**config.mk**
```make
export PLATFORM = sky130hd
export DESIGN_NAME = shift_word_serializer
export DESIGN_NICKNAME = d
export VERILOG_FILES = /design/src/rtl/shift_word_serializer.sv
export SDC_FILE = /design/constraint.sdc
export NUM_CORES = 1
export LEC_CHECK = 0
export BUFFER_PORTS_ARGS = -buffer_cell sky130_fd_sc_hd__buf_2
export CORE_MARGIN = 10
export CORE_UTILIZATION = 45
export DETAILED_ROUTE_END_ITERATION = 10
export PLACE_DENSITY = 0.74
export SLEW_MARGIN = 25
export SYNTH_ARGS = -nofsm -noshare
export SYNTH_HDL_FRONTEND = slang
export SYNTH_SLANG_ARGS = --single-unit
```
**constraint.sdc**
```tcl
create_clock -name clk -period 1.7 [get_ports clk]
set_input_delay 0.085 -clock clk [delete_from_list [all_inputs] [get_ports clk]]
set_output_delay 0.085 -clock clk [all_outputs]
set_load 0.02 [all_outputs]
```
**src/rtl/shift_word_serializer.sv**
```systemverilog
// Purpose : parallel-to-serial output stage; 16-bit words out one bit per clock,
//           selectable bit order per word, one-entry pending buffer for gapless streaming.
// Latency : word accepted at E0, loaded at E1 (en=1), first bit valid the cycle after E1.
// Backpr. : in_ready = rst & ~pend_full (registered, no path from in_valid); en=0 freezes the engine.
//
// Ports
//   clk        clock, all state updates on the rising edge
//   rst        synchronous reset, active-low (0 = reset)
//   en         shift-engine advance enable (0 = freeze shifter/count/state)
//   dir        bit order bound to the word at acceptance: 0 = LSB first, 1 = MSB first
//   data_in    word to serialize
//   in_valid   data_in/dir valid
//   in_ready   pending buffer can accept a word
//   ser_out    serial data bit
//   ser_valid  ser_out carries a bit consumed at this edge
//   sof / eof  first / last bit of a word (qualified by ser_valid)
//   busy       a word is shifting or pending
module shift_word_serializer #(
    parameter int WIDTH = 16
) (
    input  logic             clk,
    input  logic             rst,
    input  logic             en,
    input  logic             dir,
    input  logic [WIDTH-1:0] data_in,
    input  logic             in_valid,
    output logic             in_ready,
    output logic             ser_out,
    output logic             ser_valid,
    output logic             sof,
    output logic             eof,
    output logic             busy
);

    localparam int              CNT_W    = $clog2(WIDTH);
    localparam logic [CNT_W-1:0] LAST_BIT = CNT_W'(WIDTH - 1);

    typedef enum logic {
        IDLE  = 1'b0,
        SHIFT = 1'b1
    } state_t;

    // Shift engine
    state_t             state_q,     state_d;
    logic [WIDTH-1:0]   shifter_q,   shifter_d;
    logic               cur_dir_q,   cur_dir_d;
    logic [CNT_W-1:0]   count_q,     count_d;

    // One-entry pending buffer
    logic [WIDTH-1:0]   pend_data_q, pend_data_d;
    logic               pend_dir_q,  pend_dir_d;
    logic               pend_full_q, pend_full_d;

    logic               shifting;
    logic               accept;
    logic               load;

    // ------------------------------------------------------------------
    // Outputs. Everything is gated by rst so the block is silent while
    // reset is held, even before the first reset edge has cleared state.
    // ------------------------------------------------------------------
    always_comb begin
        shifting  = rst & (state_q == SHIFT);
        in_ready  = rst & ~pend_full_q;
        ser_valid = shifting & en;
        // Output end of the shifter depends on the bit order of the word in flight.
        ser_out   = shifting ? (cur_dir_q ? shifter_q[WIDTH-1] : shifter_q[0]) : 1'b0;
        sof       = ser_valid & (count_q == '0);
        eof       = ser_valid & (count_q == LAST_BIT);
        busy      = rst & ((state_q == SHIFT) | pend_full_q);
    end

    // ------------------------------------------------------------------
    // Next-state logic
    // ------------------------------------------------------------------
    always_comb begin
        state_d     = state_q;
        shifter_d   = shifter_q;
        cur_dir_d   = cur_dir_q;
        count_d     = count_q;
        pend_data_d = pend_data_q;
        pend_dir_d  = pend_dir_q;
        pend_full_d = pend_full_q;
        load        = 1'b0;
        accept      = in_valid & in_ready;

        case (state_q)
            IDLE: begin
                if (en && pend_full_q) begin
                    load    = 1'b1;
                    state_d = SHIFT;
                end
            end
            SHIFT: begin
                if (ser_valid) begin
                    if (count_q != LAST_BIT) begin
                        // Move the next bit to the output end; vacated bits fill with 0.
                        shifter_d = cur_dir_q ? (shifter_q << 1) : (shifter_q >> 1);
                        count_d   = count_q + CNT_W'(1);
                    end else if (pend_full_q) begin
                        // Last bit consumed with a word waiting: chain with no gap.
                        load = 1'b1;
                    end else begin
                        state_d = IDLE;
                    end
                end
            end
            default: state_d = IDLE;
        endcase

        if (load) begin
            shifter_d   = pend_data_q;
            cur_dir_d   = pend_dir_q;
            count_d     = '0;
            pend_full_d = 1'b0;
        end

        // Accept needs an empty buffer and load needs a full one, so the
        // two never coincide and this write cannot clobber a load.
        if (accept) begin
            pend_data_d = data_in;
            pend_dir_d  = dir;
            pend_full_d = 1'b1;
        end
    end

    // ------------------------------------------------------------------
    // State registers, synchronous active-low reset
    // ------------------------------------------------------------------
    always_ff @(posedge clk) begin
        if (!rst) begin
            state_q     <= IDLE;
            shifter_q   <= '0;
            cur_dir_q   <= 1'b0;
            count_q     <= '0;
            pend_data_q <= '0;
            pend_dir_q  <= 1'b0;
            pend_full_q <= 1'b0;
        end else begin
            state_q     <= state_d;
            shifter_q   <= shifter_d;
            cur_dir_q   <= cur_dir_d;
            count_q     <= count_d;
            pend_data_q <= pend_data_d;
            pend_dir_q  <= pend_dir_d;
            pend_full_q <= pend_full_d;
        end
    end

endmodule

```
Yosys cells after proc, flatten, opt, wreduce, memory -nomap -nowiden:

Index checks and enable logic that the tools add are counted.

* reductions and logical operators: 9
* bitwise operators: 11
* equality and inequality tests: 2
* $add $sub $neg: 1
* mux-type cells: 17

Operators by type and width (number)
* $mux 16: 5
* $mux 1: 10
* $reduce_bool 2->1: 4
* $and 1x1->1: 7
* $reduce_and 3->1: 2
* $add 4x1->4 const B: 1
* $eq 4x4->1 const B: 1
* $logic_not 4->1: 1
* $ne 4x4->1 const B: 1
* $pmux 1 s2: 2
* $not 1->1: 3
* $reduce_or 2->1: 1
* $logic_and 1x1->1: 1
* $or 1x1->1: 1

* input port bits: 21
* output and inout bits: 6
* word-level logic and storage cells: 47
* register bits: 40

Depth between registers and ports, before layout:

Gate-level depths: netlist of run 1.

* word-level depth: 6
* mapped depth: 6
* gate-level depth less buffers: 4

Worst setup path before layout of run 1:

Ideal clock, no wire load.

* path type: register -> output
* from: register state_q
* to: output sof
* required time: 1615 ps
* slack: 151 ps
* data arrival time: 1464 ps
* buffers on the path: 2
* stages on the path, launching flop included: 5
* path through: dfxtp_1 buf_4 nand3_2 buf_2 nor4b_1

* word-level cells in the longest chain between the ends: 3

RTL lines
* start, declared: RTL line 44 `state_t state_q, state_d;`
* start signal, assigned: RTL line 140 `state_q <= state_d;`
* $and 1x1->1: RTL line 63 `shifting = rst & (state_q == SHIFT);`
* $and 1x1->1: RTL line 65 `ser_valid = shifting & en;`
* $and 1x1->1: RTL line 68 `sof = ser_valid & (count_q == '0);`
* end, declared: RTL line 30 `output logic sof,`

No other way between the ends.

Worst setup path in the final report of run 1:

* from: register count_q[0]
* to: register shifter_q[1]

* word-level cells in the longest chain between the ends: 6
* elaborated cells between the ends (all ways): 9
* classes of those cells: 1 x eq/ne; 4 x mux; 4 x reduce/logical

RTL lines
* start, declared: RTL line 47 `logic [CNT_W-1:0] count_q, count_d;`
* start signal, assigned: RTL line 143 `count_q <= count_d;`
* $ne 4x4->1 *: RTL line 96 `if (count_q != LAST_BIT) begin`
* $mux 1: RTL line 96
* $mux 1: RTL line 95 `if (ser_valid) begin`
* $pmux 1 s2: RTL line 87 `case (state_q)`
* $reduce_bool 2->1 (no line)
* $reduce_and 3->1 (no line)
* end signal, assigned: RTL line 141 `shifter_q <= shifter_d;`
* end, declared: RTL line 45 `logic [WIDTH-1:0] shifter_q, shifter_d;`

Mark *: on every way between the ends. The rest lies on a longest branch, timed or not.
A chain may end at the register's enable or synchronous reset.

==> results_dict.tcl, run 1 <==
set metrics [dict create \
    status "finished, final reports clean" \
    boundaryPins 27 \
    wire_per_inst_um 14.08 \
    ys.warnings.count 0 \
    yosysTopAreaCellShare_pct 42.11 \
    cpPeakStageDelay_ns 0.46 \
    grt_max_degree 36 \
    crit_path_end_kind "flop" \
    antenna_found_initial 0 \
    met1_usage_pct 15.35 \
    netlist_top_cells_count "dfxtp_1, nand2_1, a21oi_1" \
    ys_seq_elements 40 \
    layout-area-overhead-vs-synth_pct 26.32 \
    crit_required_ns 1.87 \
    syn-cell-area_um2 1902 \
    rsz0062_at_grt "false" \
    gp_congestion 0.7732 \
    insertion_delay_ns 0.30 \
    grt_pass1_vias 1696 \
    cts_max_path_buffers 2 \
    start_util_pct 46.87 \
    grt_use_met3_pct 3.537 \
    htreeDepth 2 \
    synthMostInstantiatedCell "dfxtp_1" \
    port_buffers 26 \
    drive_gt1_share_pct 21.59 \
    drtPass1Iterations 4 \
    peakVddDrop_uv 631.5 \
    leakagePower_nw 0.9152 \
    setup_viol_count_final 0 \
    finalWorstPathRequiredPeriod_ns 1.602 \
    utilization_pct 59.20 \
    synth_edf_count 0 \
    cts.reportedPaths.clkPinSlew_ns 0.07 \
    grt-busiest-layer "met2" \
    ys_types 36 \
    synthesis.nets 242 \
    detail_route.vias_per_cell 5.640 \
    avgSynthCellArea_um2 8.684 \
    fin_nets 286 \
    finalClockSkew_ns 0.007872 \
    antenna_left 0 \
    drv_slew 0 \
    cts_buffers 5 \
    finalCritPeriodShare_pct 94.24 \
    overflow 0 \
    drt_iter0_drc 158 \
    crit_cells 4 \
    clock-sinks 40 \
    dpl_cell_area_um2 2072 \
    fp.dieH_um 85.01 \
    worstHoldPathCells 3 \
    ys_seq_area_share_pct 42.11 \
    crit_fanout 19 \
    synthFlopType "dfxtp_1" \
    synth_top_area_cell "dfxtp_1" \
    path_class "reg -> reg" \
    min_path_type "in -> reg" \
    critical_path.cell_chain "ha_1 -> and3_2 -> a2111oi_1 -> o32ai_1" \
    dieArea_um2 7227 \
    core_um2 4058 \
    cts_tree "done" \
    cp_slowest_cell "a2111oi_1" \
    path_delay_family "compound AO/OA/AOI/OAI gates" \
    clock.fmax_mhz 624.2 \
    hold_viol_final 0 \
    cts-root-buf "clkbuf_8" \
    rrSetupSlack_ns 0.1 \
    crit_path_start_kind "flop" \
    rows 23 \
    grt_usage_pct 12.29 \
    vias 1771 \
    grt_pass1_wl_um 7596 \
    postLayoutCellArea_um2 2402 \
    wirelength_um 4421 \
    p_per_area_nw_per_um2 889.8 \
    cp.arrival_ns 1.77 \
    drc 0 \
    maxCapViolCount 0 \
    synth_area_leaders "dfxtp_1, nand2_1, o32ai_1, a21oi_1, o21ai_0" \
    place_hpwl_um 2887 \
    cp_num_buf_inv 0 \
    maxSlewHeadroom_pct 70.42 \
    tightest_slew_ns 0.4426 \
    chipWidth_um 85.01 \
    async_flop_share_pct 0 \
    syn_inst 219 \
    r2r_cells 4 \
    met2_usage_pct 19.01 \
    antenna_cells 0 \
]
-- cell families (layout without fill, tap and decap cells) --
group	Yosys count	in the layout	share of synthesized area, %
AOI/OAI and AO/OA	81	81	29.41
buffers and inverters	27	72	8.947
and+or+nand+nor	68	68	17.70
adders and majority gates	2	2	1.316
muxes	1	1	0.5263
DFF	40	40	42.11
-- power by group --
group / switching [mW] / leakage [nW] / internal (mW)
clock: 0.332 / 0.0645 / 0.518
combinational: 0.132 / 0.523 / 0.127
sequential: 0.0331 / 0.328 / 0.995
total: 0.497 / 0.915 / 1.64
-- worst paths after layout --
check                   endpoint            from
setup / recovery    shifter_q[1]      count_q[0]
hold / removal    pend_data_q[1]      data_in[1]
setup reg to reg    shifter_q[1]      count_q[0]
hold reg to reg   pend_data_q[0]  pend_data_q[0]
-- layout make-up --
type	instances	area, µm²
multi-input combinational	152	948.4
timing repair buffer	58	439.2
clock buffer	7	96.34
inverter	6	22.52
tap	50	62.56
sequential	40	803.3
clock inverter	1	30.03
fill	356	1655
-- tightest hold or removal path, delay by kind of cell --
kind	cells	cell delay, ns
buffers and inverters	1	0.07
AND/OR/NAND/NOR	1	0.04
AO/OA/AOI/OAI	1	0.07
-- placed cells by master (no fill, tap or decap), drive strengths merged, types with 7 or more instances in the layout --
cell / Yosys / layout
a2111oi: 14 / 14
a21oi: 20 / 20
buf: 18 / 42
clkbuf: 3 / 7
dfxtp: 40 / 40
dlygate4sd3: 0 / 16
nand2: 35 / 35
nor2b: 9 / 9
o21ai: 21 / 21
o32ai: 14 / 14
-- timing repair --
| item | in CTS | in global routing |
|---|---|---|
| hold buffers | 16 | 0 |
| buffers inserted | 1 | 0 |
| pin swaps | 0 | 1 |
| setup endpoints to repair | 2 | 17 |
| endpoints found under the hold margin | 16 | 0 |
| gates cloned | 0 | 0 |
| gates resized for setup | 2 | 7 |
-- routing by layer --
layer,vias up,routed length (µm)
met5,-,0
met4,0,65
met3,7,256
met2,52,2004
met1,814,2095
li1,898,-
-- flip-flops by register name, summed over array words and instances (netlist names) --
register and flops:
pend_full_q 1, count_q 4, shifter_q 16, state_q 1, cur_dir_q 1, pend_data_q 16
pend_dir_q 1
-- through the flow --
stage / cells / setup WS [ns] / power (mW) / hold WS, ns / TNS, ns
4_1_cts: 314 / 0.0005367 / 2.144 / 0.01699 / 0
3_5_place_dp: 289 / -0.007292 / 1.276 / 0.2849 / -0.007292
3_3_place_gp: 289 / 0.006093 / 1.271 / 0.2777 / 0
2_1_floorplan: 219 / 0.1505 / 1.205 / 0.1935 / 0
5_1_grt: 314 / 0.008431 / 2.239 / 0.02292 / 0
6_report: 314 / 0.09788 / 2.137 / 0.005581 / 0
Note: power is estimated with default switching activity, not from simulation.
==> run 2, diff against run 1 <==
ABC_AREA = 1   (was unset)
BUFFER_PORTS_ARGS = unset   (was -buffer_cell sky130_fd_sc_hd__buf_2)
DONT_BUFFER_PORTS = 1   (was unset)
PLACE_DENSITY = 0.69   (was 0.74)
==> run 2 against run 1 <==
Effect of this change:
- register-to-register slack gained 0.04 ns
- via count increased by 15%
- first-iteration DRC count increased by 1.3%
- synthesized cell count up 40%
- total power about the same
- critical path type unchanged
- largest cell class unchanged
- largest power group unchanged
==> results_dict.tcl, run 2 <==
set metrics [dict create \
    cts.reportedPaths.clkPinSlew_ns 0.07 \
    yosysTopAreaCellShare_pct 36.41 \
    dp.cells 363 \
    rsz0062_at_grt "false" \
    vias 2043 \
    synth_area_leaders "dfxtp_1, nand2_1, nand3_1, o31ai_1, inv_1" \
    p_per_area_nw_per_um2 835.0 \
    netlist_top_cells_count "nand2_1, dfxtp_1, nand3_1" \
    layout_common_cells "nand2_1, dfxtp_1, nand3_1, inv_1" \
    reg_top3 "pend_data_q: 16 flops, shifter_q: 16 flops, count_q: 4 flops" \
    syn_inst 306 \
    critical_path.cell_chain "ha_2 -> nand3_1 -> nor2_2 -> nand2_4 -> buf_6 -> nand3_1 -> nand2_1 -> a21oi_1" \
    grt_max_degree 36 \
    cts-root-buf "clkbuf_8" \
    min_path_type "in -> reg" \
    async_flop_share_pct 0 \
    path_class "reg -> reg" \
    finalCritPeriodShare_pct 91.83 \
    grt_pass1_vias 1937 \
    synthXorXnorAreaFrac_pct 0.3982 \
    boundaryPins 27 \
    synth_top_family_by_area "simple AND/OR/NAND/NOR gates" \
    chipWidth_um 89.92 \
    place_hpwl_um 3320 \
    antenna_cells 0 \
    ys.warnings.count 0 \
    clock.fmax_mhz 640.5 \
    cp_slowest_cell "dfxtp_2" \
    gp_congestion 0.8081 \
    layout-area-overhead-vs-synth_pct 16.33 \
    ys_seq_area_share_pct 36.41 \
    synthesis.nets 329 \
    rows 25 \
    overflow 0 \
    cts_max_path_buffers 2 \
    setup_viol_count_final 0 \
    drt_iter0_drc 160 \
    synth_compound_gate_area_share_pct 11.09 \
    syn-cell-area_um2 2200 \
    cp.arrival_ns 1.78 \
    r2r_cells 8 \
    synthMostInstantiatedCell "nand2_1" \
    htreeDepth 2 \
    cts_tree "done" \
    finalClockSkew_ns 0.008494 \
    status "finished, final reports clean" \
    crit_path_end_kind "flop" \
    core_um2 4723 \
    detail_route.vias_per_cell 5.198 \
    synthAdderAreaFrac_pct 1.138 \
    synth_top_area_cell "dfxtp_1" \
    start_util_pct 46.57 \
    hold_viol_final 0 \
    drive_gt1_share_pct 14.42 \
    finalWorstPathRequiredPeriod_ns 1.561 \
    antenna_found_initial 0 \
    ys_types 28 \
    final.setup.tns_ns 0 \
    tightest_slew_ns 0.5206 \
    leakagePower_nw 1.139 \
    path_common_cell "nand3_1" \
    crit_path_start_kind "flop" \
    insertion_delay_ns 0.30 \
    drtPass1Iterations 4 \
    cts_buffers 5 \
    fp.dieH_um 89.92 \
    drv_slew 0 \
    drc 0 \
    maxSlewHeadroom_pct 65.25 \
    fin_nets 348 \
    crit_required_ns 1.92 \
    grt_usage_pct 12.38 \
    avgSynthCellArea_um2 7.188 \
    wire_per_inst_um 13.25 \
    grt_pass1_wl_um 8680 \
    muxShareOfSynthArea_pct 0 \
    wirelength_um 5209 \
    synth-simple-area-share_pct 38.91 \
    synth_edf_count 0 \
    dieArea_um2 8085 \
    synthFlopType "dfxtp_1" \
    maxCapViolCount 0 \
    clock-sinks 40 \
    layout_commonest_cell "nand2_1" \
    peakVddDrop_uv 703.8 \
    fillCellCount 452 \
    port_buffers 0 \
    crit_fanout 22 \
    ys_seq_elements 40 \
    worstHoldPathCells 2 \
    antenna_left 0 \
    cpPeakStageDelay_ns 0.35 \
    post_layout_nonfiller_instances 393 \
]
==> run 2: cell types whose count changed after synthesis, moves of 7 or more <==
cell	change
o31ai_1	+12
nor2b_1	-9
o21ai_0	-15
o32ai_1	-14
nand4_1	+12
inv_1	+19
nand2_1	+71
nand3_2	+7
nand3_1	+24
a2111oi_0	-9
==> run 2: metal layers <==
layer | wire length [µm] | track usage [%] | part of all wire (%)
met1 | 2397 | 14.76 | 46
met5 | 0 | 0 | 0
met2 | 2512 | 20.70 | 48
met3 | 233 | 3.408 | 4.5
met4 | 65 | 4.509 | 1.2
==> run 2: cell families (layout without fill, tap and decap cells) <==
family,after synthesis,after routing
XOR/XNOR,1,1
adder cells (fa/ha/maj),2,2
AND/OR/NAND/NOR,175,176
AO/OA/AOI/OAI,40,40
flip-flops,40,40
buffers and inverters,48,67
==> run 2: final cells by class <==
| cell class | instances | area [µm²] | area share [%] |
|---|---|---|---|
| inverters | 25 | 93.84 | 3.667 |
| repair buffers | 34 | 307.8 | 12.03 |
| flip-flops and latches | 40 | 803.3 | 31.39 |
| clock buffers | 6 | 72.57 | 2.836 |
| clock inverters | 2 | 35.03 | 1.369 |
| well taps | 67 | 83.83 | 3.276 |
| multi-input cells | 219 | 1162 | 45.43 |
==> run 2: power breakdown <==
part           total [mW]  internal (mW)  switching [mW]  leakage, nW
registers            1.05           1.01          0.0401        0.329
clock network       0.758          0.435           0.323       0.0552
logic               0.329          0.133           0.197        0.755
total                2.14           1.58           0.560         1.14
==> run 2: repair_timing <==
action	CTS	global route
gates resized for setup	0	7
hold buffers	18	0
setup endpoints to repair	0	21
hold endpoints to repair	21	0
setup buffers	0	3
==> run 2: critical path: cells and delay by family (launching register included) <==
kind                     cells  cell delay (ns)
AO/OA/AOI/OAI                1             0.12
adder cells (fa/ha/maj)      1             0.20
AND/OR/NAND/NOR              5             0.61
flip-flops                   1             0.35
buffers and inverters        1             0.21
==> run 2: metrics by stage <==
| stage | hold slack, ns | util [%] | power (mW) | instance area (µm²) | setup slack (ns) |
|---|---|---|---|---|---|
| floorplan | 0.1977 | - | 1.310 | 2200 | 0.1874 |
| global placement | 0.2000 | 46.78 | 1.347 | 2210 | 0.1932 |
| detailed placement | 0.2023 | 46.78 | 1.354 | 2210 | 0.08856 |
| CTS | 0.004056 | 52.87 | 2.144 | 2497 | 0.07600 |
| global route | 0.01723 | 54.17 | 2.244 | 2559 | 0.005005 |
| finish | 0.008441 | 54.17 | 2.137 | 2559 | 0.1388 |
==> run 2: path summary, 6_finish.rpt <==
check	start	endpoint	slack (ns)
min	rst	count_q[0]	0.008
min reg2reg	pend_data_q[5]	pend_data_q[5]	0.48
max reg2reg	count_q[0]	shifter_q[6]	0.14
max	count_q[0]	shifter_q[6]	0.14
